**src/rtl/axi_sw_master.sv**
```systemverilog
// Pushbutton-driven AXI-lite-style master: debounced rd/wr presses launch one
// handshake transaction each, with a per-transaction timeout and status outputs.

module axi_sw_master_deb #(
    parameter int DEB_CYCLES = 20000
) (
    input  logic clk,
    input  logic reset,
    input  logic btn,
    output logic press
);
    localparam int DW = (DEB_CYCLES < 2) ? 1 : $clog2(DEB_CYCLES + 1);

    logic          sync1_q, sync2_q, prev_q;
    logic          lvl_q, lvl_d;
    logic [DW-1:0] cnt_q, cnt_d;

    // Counter only advances while the synced level disagrees with the accepted one.
    always_comb begin
        lvl_d = lvl_q;
        cnt_d = '0;
        if (sync2_q != lvl_q) begin
            if (cnt_q == DW'(DEB_CYCLES - 1)) lvl_d = sync2_q;
            else                              cnt_d = cnt_q + 1'b1;
        end
    end

    always_ff @(posedge clk) begin
        if (reset) begin
            sync1_q <= 1'b0;
            sync2_q <= 1'b0;
            cnt_q   <= '0;
            lvl_q   <= 1'b0;
            prev_q  <= 1'b0;
        end else begin
            sync1_q <= btn;
            sync2_q <= sync1_q;
            cnt_q   <= cnt_d;
            lvl_q   <= lvl_d;
            prev_q  <= lvl_q;
        end
    end

    assign press = lvl_q & ~prev_q;
endmodule

module axi_sw_master #(
    parameter int DEB_CYCLES     = 20000,
    parameter int TIMEOUT_CYCLES = 255,
    parameter int CNT_W          = 8
) (
    input  logic             clk,
    input  logic             reset,
    input  logic             btn_rd,
    input  logic             btn_wr,
    input  logic [3:0]       sw_addr,
    input  logic [3:0]       sw_data,
    input  logic             sm_arready,
    input  logic             sm_rvalid,
    input  logic             sm_awready,
    input  logic             sm_wready,
    output logic             ms_arvalid,
    output logic             ms_rready,
    output logic             ms_awvalid,
    output logic             ms_wvalid,
    output logic [3:0]       SWM_arADDR,
    output logic [3:0]       SWM_wdata,
    output logic             busy,
    output logic             err,
    output logic [CNT_W-1:0] txn_count
);
    localparam int TO_W = (TIMEOUT_CYCLES < 2) ? 1 : $clog2(TIMEOUT_CYCLES + 1);

    typedef enum logic [2:0] {IDLE, RD_ADDR, RD_DATA, WR, DONE} state_t;

    logic [1:0] btn_raw, btn_evt;
    logic       rd_evt, wr_evt;

    assign btn_raw = {btn_wr, btn_rd};

    for (genvar g = 0; g < 2; g++) begin : g_btn
        axi_sw_master_deb #(.DEB_CYCLES(DEB_CYCLES)) u_deb (
            .clk   (clk),
            .reset (reset),
            .btn   (btn_raw[g]),
            .press (btn_evt[g])
        );
    end

    assign rd_evt = btn_evt[0];
    assign wr_evt = btn_evt[1];

    state_t           state_q, state_d;
    logic             arvalid_q, arvalid_d, rready_q, rready_d;
    logic             awvalid_q, awvalid_d, wvalid_q, wvalid_d;
    logic             aw_done_q, aw_done_d, w_done_q, w_done_d;
    logic [3:0]       addr_q, addr_d, data_q, data_d;
    logic             busy_q, busy_d, err_q, err_d;
    logic [CNT_W-1:0] cnt_q, cnt_d;
    logic [TO_W-1:0]  to_q, to_d;
    logic             waiting, progress, aw_hs, w_hs;

    assign aw_hs = awvalid_q & sm_awready;
    assign w_hs  = wvalid_q & sm_wready;

    always_comb begin
        state_d   = state_q;
        arvalid_d = arvalid_q;
        rready_d  = rready_q;
        awvalid_d = awvalid_q;
        wvalid_d  = wvalid_q;
        aw_done_d = aw_done_q;
        w_done_d  = w_done_q;
        addr_d    = addr_q;
        data_d    = data_q;
        err_d     = err_q;
        cnt_d     = cnt_q;
        to_d      = to_q;
        waiting   = 1'b0;
        progress  = 1'b0;

        case (state_q)
            IDLE: begin
                // Read wins a same-cycle tie; the write event is simply lost.
                if (rd_evt || wr_evt) begin
                    addr_d = sw_addr;
                    data_d = sw_data;
                    err_d  = 1'b0;
                    to_d   = '0;
                    if (rd_evt) begin
                        state_d   = RD_ADDR;
                        arvalid_d = 1'b1;
                    end else begin
                        state_d   = WR;
                        awvalid_d = 1'b1;
                        wvalid_d  = 1'b1;
                        aw_done_d = 1'b0;
                        w_done_d  = 1'b0;
                    end
                end
            end
            RD_ADDR: begin
                waiting = 1'b1;
                if (arvalid_q && sm_arready) begin
                    progress  = 1'b1;
                    state_d   = RD_DATA;
                    arvalid_d = 1'b0;
                    rready_d  = 1'b1;
                end
            end
            RD_DATA: begin
                waiting = 1'b1;
                if (rready_q && sm_rvalid) begin
                    progress = 1'b1;
                    state_d  = DONE;
                    rready_d = 1'b0;
                end
            end
            WR: begin
                waiting = 1'b1;
                if (aw_hs) begin
                    awvalid_d = 1'b0;
                    aw_done_d = 1'b1;
                end
                if (w_hs) begin
                    wvalid_d = 1'b0;
                    w_done_d = 1'b1;
                end
                progress = aw_hs | w_hs;
                if ((aw_done_q | aw_hs) && (w_done_q | w_hs)) state_d = DONE;
            end
            DONE: begin
                cnt_d   = cnt_q + 1'b1;
                state_d = IDLE;
            end
            default: state_d = IDLE;
        endcase

        // A completed handshake buys a fresh timeout window; silence runs it down.
        if (waiting) begin
            if (progress) begin
                to_d = '0;
            end else if (to_q == TO_W'(TIMEOUT_CYCLES - 1)) begin
                state_d   = IDLE;
                arvalid_d = 1'b0;
                rready_d  = 1'b0;
                awvalid_d = 1'b0;
                wvalid_d  = 1'b0;
                err_d     = 1'b1;
                to_d      = '0;
            end else begin
                to_d = to_q + 1'b1;
            end
        end

        busy_d = (state_d != IDLE);
    end

    always_ff @(posedge clk) begin
        if (reset) begin
            state_q   <= IDLE;
            arvalid_q <= 1'b0;
            rready_q  <= 1'b0;
            awvalid_q <= 1'b0;
            wvalid_q  <= 1'b0;
            aw_done_q <= 1'b0;
            w_done_q  <= 1'b0;
            addr_q    <= '0;
            data_q    <= '0;
            busy_q    <= 1'b0;
            err_q     <= 1'b0;
            cnt_q     <= '0;
            to_q      <= '0;
        end else begin
            state_q   <= state_d;
            arvalid_q <= arvalid_d;
            rready_q  <= rready_d;
            awvalid_q <= awvalid_d;
            wvalid_q  <= wvalid_d;
            aw_done_q <= aw_done_d;
            w_done_q  <= w_done_d;
            addr_q    <= addr_d;
            data_q    <= data_d;
            busy_q    <= busy_d;
            err_q     <= err_d;
            cnt_q     <= cnt_d;
            to_q      <= to_d;
        end
    end

    assign ms_arvalid = arvalid_q;
    assign ms_rready  = rready_q;
    assign ms_awvalid = awvalid_q;
    assign ms_wvalid  = wvalid_q;
    assign SWM_arADDR = addr_q;
    assign SWM_wdata  = data_q;
    assign busy       = busy_q;
    assign err        = err_q;
    assign txn_count  = cnt_q;
endmodule

```
**config.mk**
```make
export PLATFORM = sky130hd
export DESIGN_NAME = axi_sw_master
export DESIGN_NICKNAME = d
export VERILOG_FILES = /design/src/rtl/axi_sw_master.sv
export SDC_FILE = /design/constraint.sdc
export NUM_CORES = 1
export LEC_CHECK = 0
export CAP_MARGIN = 30
export CORE_MARGIN = 5
export CORE_UTILIZATION = 50
export DETAILED_ROUTE_END_ITERATION = 16
export PLACE_DENSITY = 0.73
export SLEW_MARGIN = 20
export SYNTH_ARGS = -nofsm -noshare
export SYNTH_HDL_FRONTEND = slang
export SYNTH_SLANG_ARGS = --single-unit
export TNS_END_PERCENT = 5
```
**constraint.sdc**
```tcl
create_clock -name clk -period 2.4 [get_ports clk]
set_clock_uncertainty 0.1 [all_clocks]
set_input_delay 0.6 -clock clk [delete_from_list [all_inputs] [get_ports clk]]
set_output_delay 0.6 -clock clk [all_outputs]
set_load 0.1 [all_outputs]
```
==> results of run 1 <==
[cell type report]
type                    count  area [µm²]  area share, %
multi-input cells         252        1550           42.0
inverters                  11        41.3           1.12
flip-flops and latches     73        1460           39.5
clock inverters             6        67.6           1.83
repair buffers             42         353           9.54
clock buffers              10         128           3.45
well taps                  75        93.8           2.54
[state kept, by name (all words and copies together), names as in the netlist, 3 cells and up]
register and flops:
state_q 3, g_btn.u_deb.cnt_q 30, SWM_arADDR 4, txn_count 8
SWM_wdata 4, to_q 8
[Yosys cell counts (all sizes together)]
cell type / instances / area share, %
a31oi: 6 / 1.7
a21oi: 7 / 1.1
a221oi: 2 / 0.56
o21a: 1 / 0.24
or2: 1 / 0.20
nor4: 2 / 0.40
and4: 2 / 0.56
a211oi: 2 / 0.48
nand2b: 7 / 1.4
nor3: 6 / 0.96
dfxtp: 73 / 47
a311o: 1 / 0.32
nand2: 26 / 3.1
nand4b: 1 / 0.28
nor2: 67 / 8.1
inv: 11 / 1.3
a31o: 1 / 0.56
nand4: 14 / 2.8
o21ai: 2 / 0.32
and3: 7 / 1.4
nor4b: 2 / 0.56
nand3: 22 / 3.5
xnor2: 15 / 4.2
mux2i: 11 / 3.5
a32oi: 4 / 1.1
xor2: 22 / 6.2
buf: 8 / 1.8
and3b: 1 / 0.28
nand3b: 4 / 0.96
a41oi: 1 / 0.28
a22oi: 1 / 0.24
nor3b: 2 / 0.84
ha: 5 / 2.0
nor2b: 6 / 1.2
a21o: 1 / 0.24
clkbuf: 4 / 0.48
[where the power goes]
| part | switching (mW) | leakage (nW) | internal (mW) | total [mW] |
|---|---|---|---|---|
| registers | 0.00232 | 0.589 | 1.21 | 1.22 |
| logic | 0.0228 | 0.661 | 0.0293 | 0.0521 |
| clock network | 0.454 | 0.0929 | 0.484 | 0.938 |
[routing by layer]
metal	up-vias	part of all wire, %
li1	1276	-
met1	1146	47
met2	41	46
met3	4	5.7
met4	0	1.3
met5	-	0
[worst min path at each step]
stage                                start                     end  slack (ps)  cells past startpoint
floorplan           g_btn[0].u_deb.sync1_q  g_btn[0].u_deb.sync2_q         310                      1
global placement    g_btn[1].u_deb.sync1_q  g_btn[1].u_deb.sync2_q         320                      1
detailed placement  g_btn[0].u_deb.sync1_q  g_btn[0].u_deb.sync2_q         330                      1
CTS                 g_btn[1].u_deb.sync1_q  g_btn[1].u_deb.sync2_q         350                      1
global route        g_btn[0].u_deb.sync1_q  g_btn[0].u_deb.sync2_q         380                      1
finish              g_btn[1].u_deb.sync1_q  g_btn[1].u_deb.sync2_q         350                      1
[worst max-delay path, cell delays in order]
cell and delay (ps):
clkdlybuf4s50_1 470, a22oi_1 190, nand3_1 140, a31oi_4 260, buf_4 180, nand4b_1 100
a31oi_1 170
[cells by family (layout without fill, tap and decap cells)]
kind of cell | Yosys count | in the layout
AO/OA/AOI/OAI | 29 | 29
flip-flops | 73 | 73
adder cells (fa/ha/maj) | 5 | 5
AND/OR/NAND/NOR | 170 | 170
multiplexers | 11 | 11
XOR/XNOR | 37 | 37
buffers and inverters | 23 | 69
==> impl_metrics.csv, run 1 <==
group,metric,value,unit
place,gp_congestion,0.797,
timing,hold_viol_final,0,
clocking,root_buffer,"clkbuf_8",
clocking,cts_buffers,9,
routing,vias,2467,
place,placement.cell_area,3500,µm²
routing,antenna_left,0,
run,maxCapViolations,0,
routing,wirelength,5.79,mm
die,io_pins,38,
place,dp.final_hpwl,3.99,mm
clocking,clk_pin_slew,70,ps
die,die_width,89.1,µm
logic_synthesis,synth_xor_area_share,10.4,%
pwr,p_total,2.21,mW
timing,slew_headroom,67.4,%
cells_and_area,fin_area,3700,µm²
logic_synthesis,synth_cell_types,41,
die,core,5990,µm²
die,rows,28,
clocking,clk_path_buf_depth,2,
logic_synthesis,ys_ff_latch,73,
place,port_buffers,37,
routing,drc,0,
timing,fin_crit_sh,81.0,%
global_routing,grt_pass1_vias,2390,
pwr,ir_drop,452,µV
setup_path,rr_startpoint,"g_btn[0].u_deb.cnt_q[0]",
logic_synthesis,yosysSeqAreaShare,46.7,%
cells_and_area,nets,410,
timing,fin_ws,457,ps
timing,setup_violations,0,
place,dp.cells,453,
clocking,cts_resized,0,
global_routing,grtUsageMet2,26.1,%
cells_and_area,fillers,532,
global_routing,grt_busiest_layer,"met2",
die,start_util,52.2,%
logic_synthesis,yosys.area_share.adder,2.00,%
timing,finalSetupTns,0,ps
logic_synthesis,synthCells,348,
logic_synthesis,synthSimpleGateAreaFrac,26.6,%
logic_synthesis,synth_top_family_by_area,"simple AND/OR/NAND/NOR gates",
clocking,cts_sinks,73,
global_routing,track_usage,16.4,%
setup_path,critPathCapture,"to_q[2]",
routing,drt_iter0_markers,112,
global_routing,grt_max_degree,22,
routing,routed_via_density,5.26,
timing,tightest_slew,489,ps
cells_and_area,final_cell_mix,"dfxtp_1 (73), nor2_1 (66), buf_4 (27), nand2_1 (26)",
logic_synthesis,synth.area.mux_share,3.52,%
setup_path,r2r_cells,6,
clocking,clock_latency,340,ps
logic_synthesis,synth_compound_area_share,7.16,%
clocking,cts_htree_levels,3,
setup_path,ff2ff_setup_slack,580,ps
global_routing,grt_pass1_wl,10.3,mm
die,fp.dieArea,7940,µm²
cells_and_area,layout_commonest_cell,"dfxtp_1",
logic_synthesis,syn_area,3130,µm²
timing,drv_slew,0,
global_routing,grt_use_met3,6.45,%
cells_and_area,utilization,61.7,%
setup_path,critPathMaxFanout,6,
pwr,power.density,597,nW/µm²
global_routing,gr-total-overflow,0,
setup_path,worstPathArrival,2110,ps
routing,drtPass1Iterations,4,
cells_and_area,drive_gt1_share,11.9,%
routing,post_drt_wl_per_cell,12.3,µm
setup_path,critical_path_class,"in -> reg",
global_routing,grt_use_met1,20.1,%
worst_hold_path,hold_class,"reg -> reg",
cells_and_area,diodes,0,
logic_synthesis,synth_area_per_cell,8.99,µm²
setup_path,cp-start-kind,"input port",
logic_synthesis,yosysWarningCount,0,
die,die_y,89.1,µm
setup_path,timing.rr.end,"g_btn[0].u_deb.cnt_q[14]",
cells_and_area,layout.cells.non_filler,469,
setup_path,crit_start,"sm_awready",
place,dpl_worst_slack,118,ps
logic_synthesis,synth_nets,369,
setup_path,critPathCaptureType,"register",
timing,fin_crit,1940,ps
clocking,cts_tree,"done",
clocking,cts-hold-fix-buffers,0,
status,outcome,"finished clean",
clocking,post_cts_buffers,0,
timing,max_clock_freq,0.515,GHz
timing,rsz0062_at_grt,"no",
setup_path,required,2560,ps
pwr,power.static_leakage,1.34,nW
cells_and_area,syn_to_final_growth,18.2,%
global_routing,grt_antenna_before_repair,0,
timing,fin_hold_ws,345,ps
Note: power is estimated with default switching activity, not from simulation.
==> inputs of run 2 (changes only) <==
- PLACE_DENSITY: 0.73 -> 0.76
- clock period: 2.4 -> 1.6 ns (I/O delays scaled with it)
==> run 2 against run 1 <==
  * Largest power group unchanged
  * Power grew 44%
  * Die area did not move
  * Sequential share of layout area down 5.4 points
  * Flip-flop and latch count stayed put
  * Register-to-register slack worse by 520 ps
  * Clock-buffer cell count shrank 1
==> impl_metrics.csv, run 2 (same netlist as run 1, synthesis figures left out) <==
group,metric,value,unit
clocking,cts_htree_levels,3,
clocking,cts-hold-fix-buffers,0,
routing,vias,2691,
clocking,root_buffer,"clkbuf_8",
cells_and_area,fin_area,4330,µm²
cells_and_area,fillers,416,
setup_path,critical_path_class,"reg -> reg",
timing,finalSetupTns,0,ps
setup_path,path_cells,"nand2_1, nand3b_1, a31oi_4, buf_4, a31o_4, a221oi_1",
worst_hold_path,hold-path-endpoint,"ms_rready",
routing,drtPass1Iterations,4,
place,port_buffers,37,
timing,fin_hold_ws,319,ps
timing,tightest_slew,386,ps
cells_and_area,layout_commonest_cell,"nor2_1",
die,rows,28,
cells_and_area,regMostFlops,"g_btn.u_deb.cnt_q",
routing,drt_iter0_markers,111,
timing,drv_slew,0,
status,outcome,"finished clean",
timing,slew_headroom,74.2,%
die,fp.dieArea,7940,µm²
die,die_width,89.1,µm
clocking,cts_sinks,73,
setup_path,cp-start-kind,"register",
die,io_pins,38,
cells_and_area,syn_to_final_growth,38.4,%
worst_hold_path,hold_start,"sm_rvalid",
die,start_util,52.2,%
global_routing,track_usage,18.9,%
cells_and_area,largest_reg_flops,30,
routing,wirelength,6.92,mm
timing,rsz0062_at_grt,"yes",
global_routing,grt_antenna_before_repair,0,
global_routing,grt_pass1_wl,11.8,mm
timing,fin_crit,1540,ps
cells_and_area,utilization,72.2,%
routing,drc,0,
timing,setup_violations,0,
setup_path,r2r_cells,6,
setup_path,rr_startpoint,"ms_arvalid",
setup_path,critPathMaxFanout,8,
routing,post_drt_wl_per_cell,13.8,µm
timing,hold_viol_final,0,
die,core,5990,µm²
die,die_y,89.1,µm
pwr,power.static_leakage,1.59,nW
global_routing,gr-total-overflow,0,
cells_and_area,final_cell_mix,"nor2_1 (65), dfxtp_1 (60), buf_4 (34), nand2_1 (25), buf_12 (23)",
global_routing,grt_pass1_vias,2676,
clocking,cts_tree,"done",
worst_hold_path,whs_path_depth,2,
cells_and_area,nets,444,
timing,fin_crit_sh,96.2,%
clocking,clk_pin_slew,80,ps
pwr,ir_drop,467,µV
setup_path,worstPathArrival,1690,ps
clocking,clk_path_buf_depth,2,
routing,routed_via_density,5.35,
place,gp_congestion,0.798,
pwr,p_total,3.17,mW
clocking,cts_buffers,9,
setup_path,timing.rr.end,"ms_awvalid",
cells_and_area,diodes,0,
run,maxCapViolations,0,
cells_and_area,drive_gt1_share,25.2,%
timing,max_clock_freq,0.649,GHz
place,dp.final_hpwl,4.76,mm
place,placement.cell_area,4020,µm²
setup_path,slowest_stage,"dfxtp_2",
setup_path,ff2ff_setup_slack,60,ps
setup_path,critPathCaptureType,"register",
setup_path,required,1750,ps
global_routing,grt_max_degree,23,
clocking,clock_latency,340,ps
setup_path,slowest_delay,390,ps
routing,antenna_left,0,
worst_hold_path,hold_class,"in -> reg",
pwr,power.density,733,nW/µm²
## run 2: cell types whose count changed in the layout (fill, tap and decap cells not counted), sizes merged
cell	before	now
clkinv	2	3
dlygate4sd2	0	4
clkinvlp	2	3
clkdlybuf4s50	15	11
bufinv	1	0
clkbuf	10	9
buf	27	61
## run 2: worst max path at each step
stage | cells past startpoint | from | to
global route | 6 | g_btn[1].u_deb.cnt_q[11] | g_btn[1].u_deb.lvl_q
CTS | 6 | g_btn[1].u_deb.prev_q | SWM_wdata[1]
floorplan | 5 | ms_awvalid | ms_rready
global placement | 7 | sm_awready | to_q[2]
finish | 6 | ms_arvalid | ms_awvalid
detailed placement | 7 | sm_awready | to_q[4]
## run 2: power by group
group          total [mW]  switching [mW]  internal (mW)  leakage [nW]
Clock                1.26           0.697          0.558        0.0814
Combinational      0.0918          0.0408         0.0509         0.909
Sequential           1.82         0.00265           1.82         0.595
Total                3.17           0.741           2.43          1.59
## run 2: worst max-delay path: cells and delay by family, from the launching register on
kind	cells	cell delay [ps]
AND/OR/NAND/NOR	2	240
AO/OA/AOI/OAI	3	560
flip-flops	1	390
buffers and inverters	1	160
## run 2: layout make-up
class | count | area, µm² | share of cell area [%]
clock inverters | 7 | 46.3 | 1.07
inverters | 11 | 41.3 | 0.954
well taps | 75 | 93.8 | 2.17
clock buffers | 9 | 124 | 2.86
repair buffers | 76 | 922 | 21.3
flip-flops and latches | 73 | 1480 | 34.1
multi-input cells | 252 | 1620 | 37.5
## run 2: metal layers
layer | routed length [µm] | track usage [%] | share of wire, %
met4 | 121 | 9.47 | 1.7
met3 | 309 | 4.88 | 4.5
met5 | 0 | 0 | 0
met1 | 3170 | 23.6 | 46
met2 | 3320 | 30.3 | 48
## run 2: repair_timing
item / CTS / global route
gates resized for setup: 12 / 13
endpoints found under the hold margin: 0 / 0
buffers inserted: 3 / 2
endpoints found under the setup margin: 21 / 53
pin swaps: 7 / 1
cloned: 1 / 0
## run 2: stage by stage
step	std cells	setup slack, ps
6_report	503	60.1
5_1_grt	503	-82.3
4_1_cts	501	7.15
3_5_place_dp	481	-486
3_3_place_gp	481	-407
2_1_floorplan	348	-147
==> RTL edit (config.mk and constraints of run 1) <==
Register the output `txn_count` once more, cleared by the reset; this adds one clock of latency there. The other outputs are not delayed to match.
--- a/src/rtl/axi_sw_master.sv
+++ b/src/rtl/axi_sw_master.sv
@@ -236,6 +236,12 @@
     assign SWM_wdata  = data_q;
     assign busy       = busy_q;
     assign err        = err_q;
-    assign txn_count  = cnt_q;
+    always_ff @(posedge clk) begin
+        if (reset) begin
+            txn_count <= '0;
+        end else begin
+            txn_count <= cnt_q;
+        end
+    end
 endmodule
 
Function: no difference found for any inputs over 10 cycles, from zero or initial values and one cycle with reset high; that may be too few to reach the edited logic, so the function may still have changed.
==> RTL edit against run 1 <==
Sequential power grew 11%. Routed wire length rose by 11%. Die area increased by 8.6%. First-iteration DRC count decreased by 22%. Largest power group unchanged. Synthesized area increased by 9.7%. Synthesized cell count rose by 9.5%. Register-to-register slack worse by 0.03 ns. Largest cell class unchanged. Sequential cell count is 8 higher. Power is 8.5% higher. Combinational power increased by 5.2%. Setup slack worse by 0.078 ns. Cell area grew 8.6%.
==> RTL edit: results (changes against run 1) <==
[run_status]
status=finished clean

[drt]
drt_iter0_markers=87  ; -22%
drt-met1-wl_um=3010  ; +9.8%
wl_um=6440  ; +11%
met3WireLength_um=249  ; -24%

[clocking]
worst_setup_hold_path_clk_slew_ns=0.09  ; +0.02 ns

[power]
comb-power_uw=54.8  ; +5.2%
power_leakage_uw=0.00146  ; +9.1%
vdd_drop_max_mv=0.508  ; +13%
p_int_uw=1860  ; +7.9%
cellPowerDensity_nw_per_um2=596  ; about the same

[worst_setup_path]
crit_path_arrival_time_ns=2.17  ; +0.06 ns
worst_r2r_startpoint=state_q[2]
worstRegToRegCells=5  ; -1
timing.critical_path.slowest_cell_delay_ns=0.53  ; +0.06 ns

[global_routing]
globalRouteTotalUtil=0.162  ; -0.00166
grt_pass1_wl_um=11400  ; +11%
grt_max_degree=28  ; +27%

[synthesis]
netlist-cell-type-count=43  ; +4.9%
synth-seq-area-share=0.473  ; +0.00545
synthXorXnorAreaFrac=0.0817  ; -0.0219
post_synth_fa_ha_maj_area_fraction=0.0182  ; -0.00177
synthTopCellsByCount=dfxtp_1, nor2_1, nand2_1
synthesized_netlist_net_count=402  ; +8.9%

[placement]
gp_congestion=0.845  ; +6.0%

[hold_path]
worst_hold_startpoint=g_btn[0].u_deb.sync1_q

[cells_and_area]
final_layout_size_suffix_gt1_frac=0.123  ; +0.00335
final_net_count=440  ; +7.3%

[RTL edit: final cells by class]
type	count	area, um2
Tap cell	80	100
Fill cell	585	2700
Clock buffer	9	124
Sequential cell	81	1620
Clock inverter	7	80.1
Multi-Input combinational cell	273	1690
Inverter	11	41.3
Timing Repair Buffer	43	355
[RTL edit: layer usage]
layer | vias up | GRT usage
li1 | 1408 | -
met1 | 1229 | 0.189
met5 | - | 0
met3 | 14 | 0.0406
met4 | 0 | 0.0867
met2 | 48 | 0.272
[RTL edit: stage by stage]
stage / cell area [um2] / cells / setup slack (ns) / hold WS [ns]
floorplan: 3430 / 381 / 0.0885 / 0.314
global placement: 3800 / 487 / 0.0955 / 0.318
detailed placement: 3810 / 488 / 0.0223 / 0.328
CTS: 4020 / 504 / 0.399 / 0.347
global route: 4020 / 504 / 0.313 / 0.360
finish: 4020 / 504 / 0.379 / 0.343
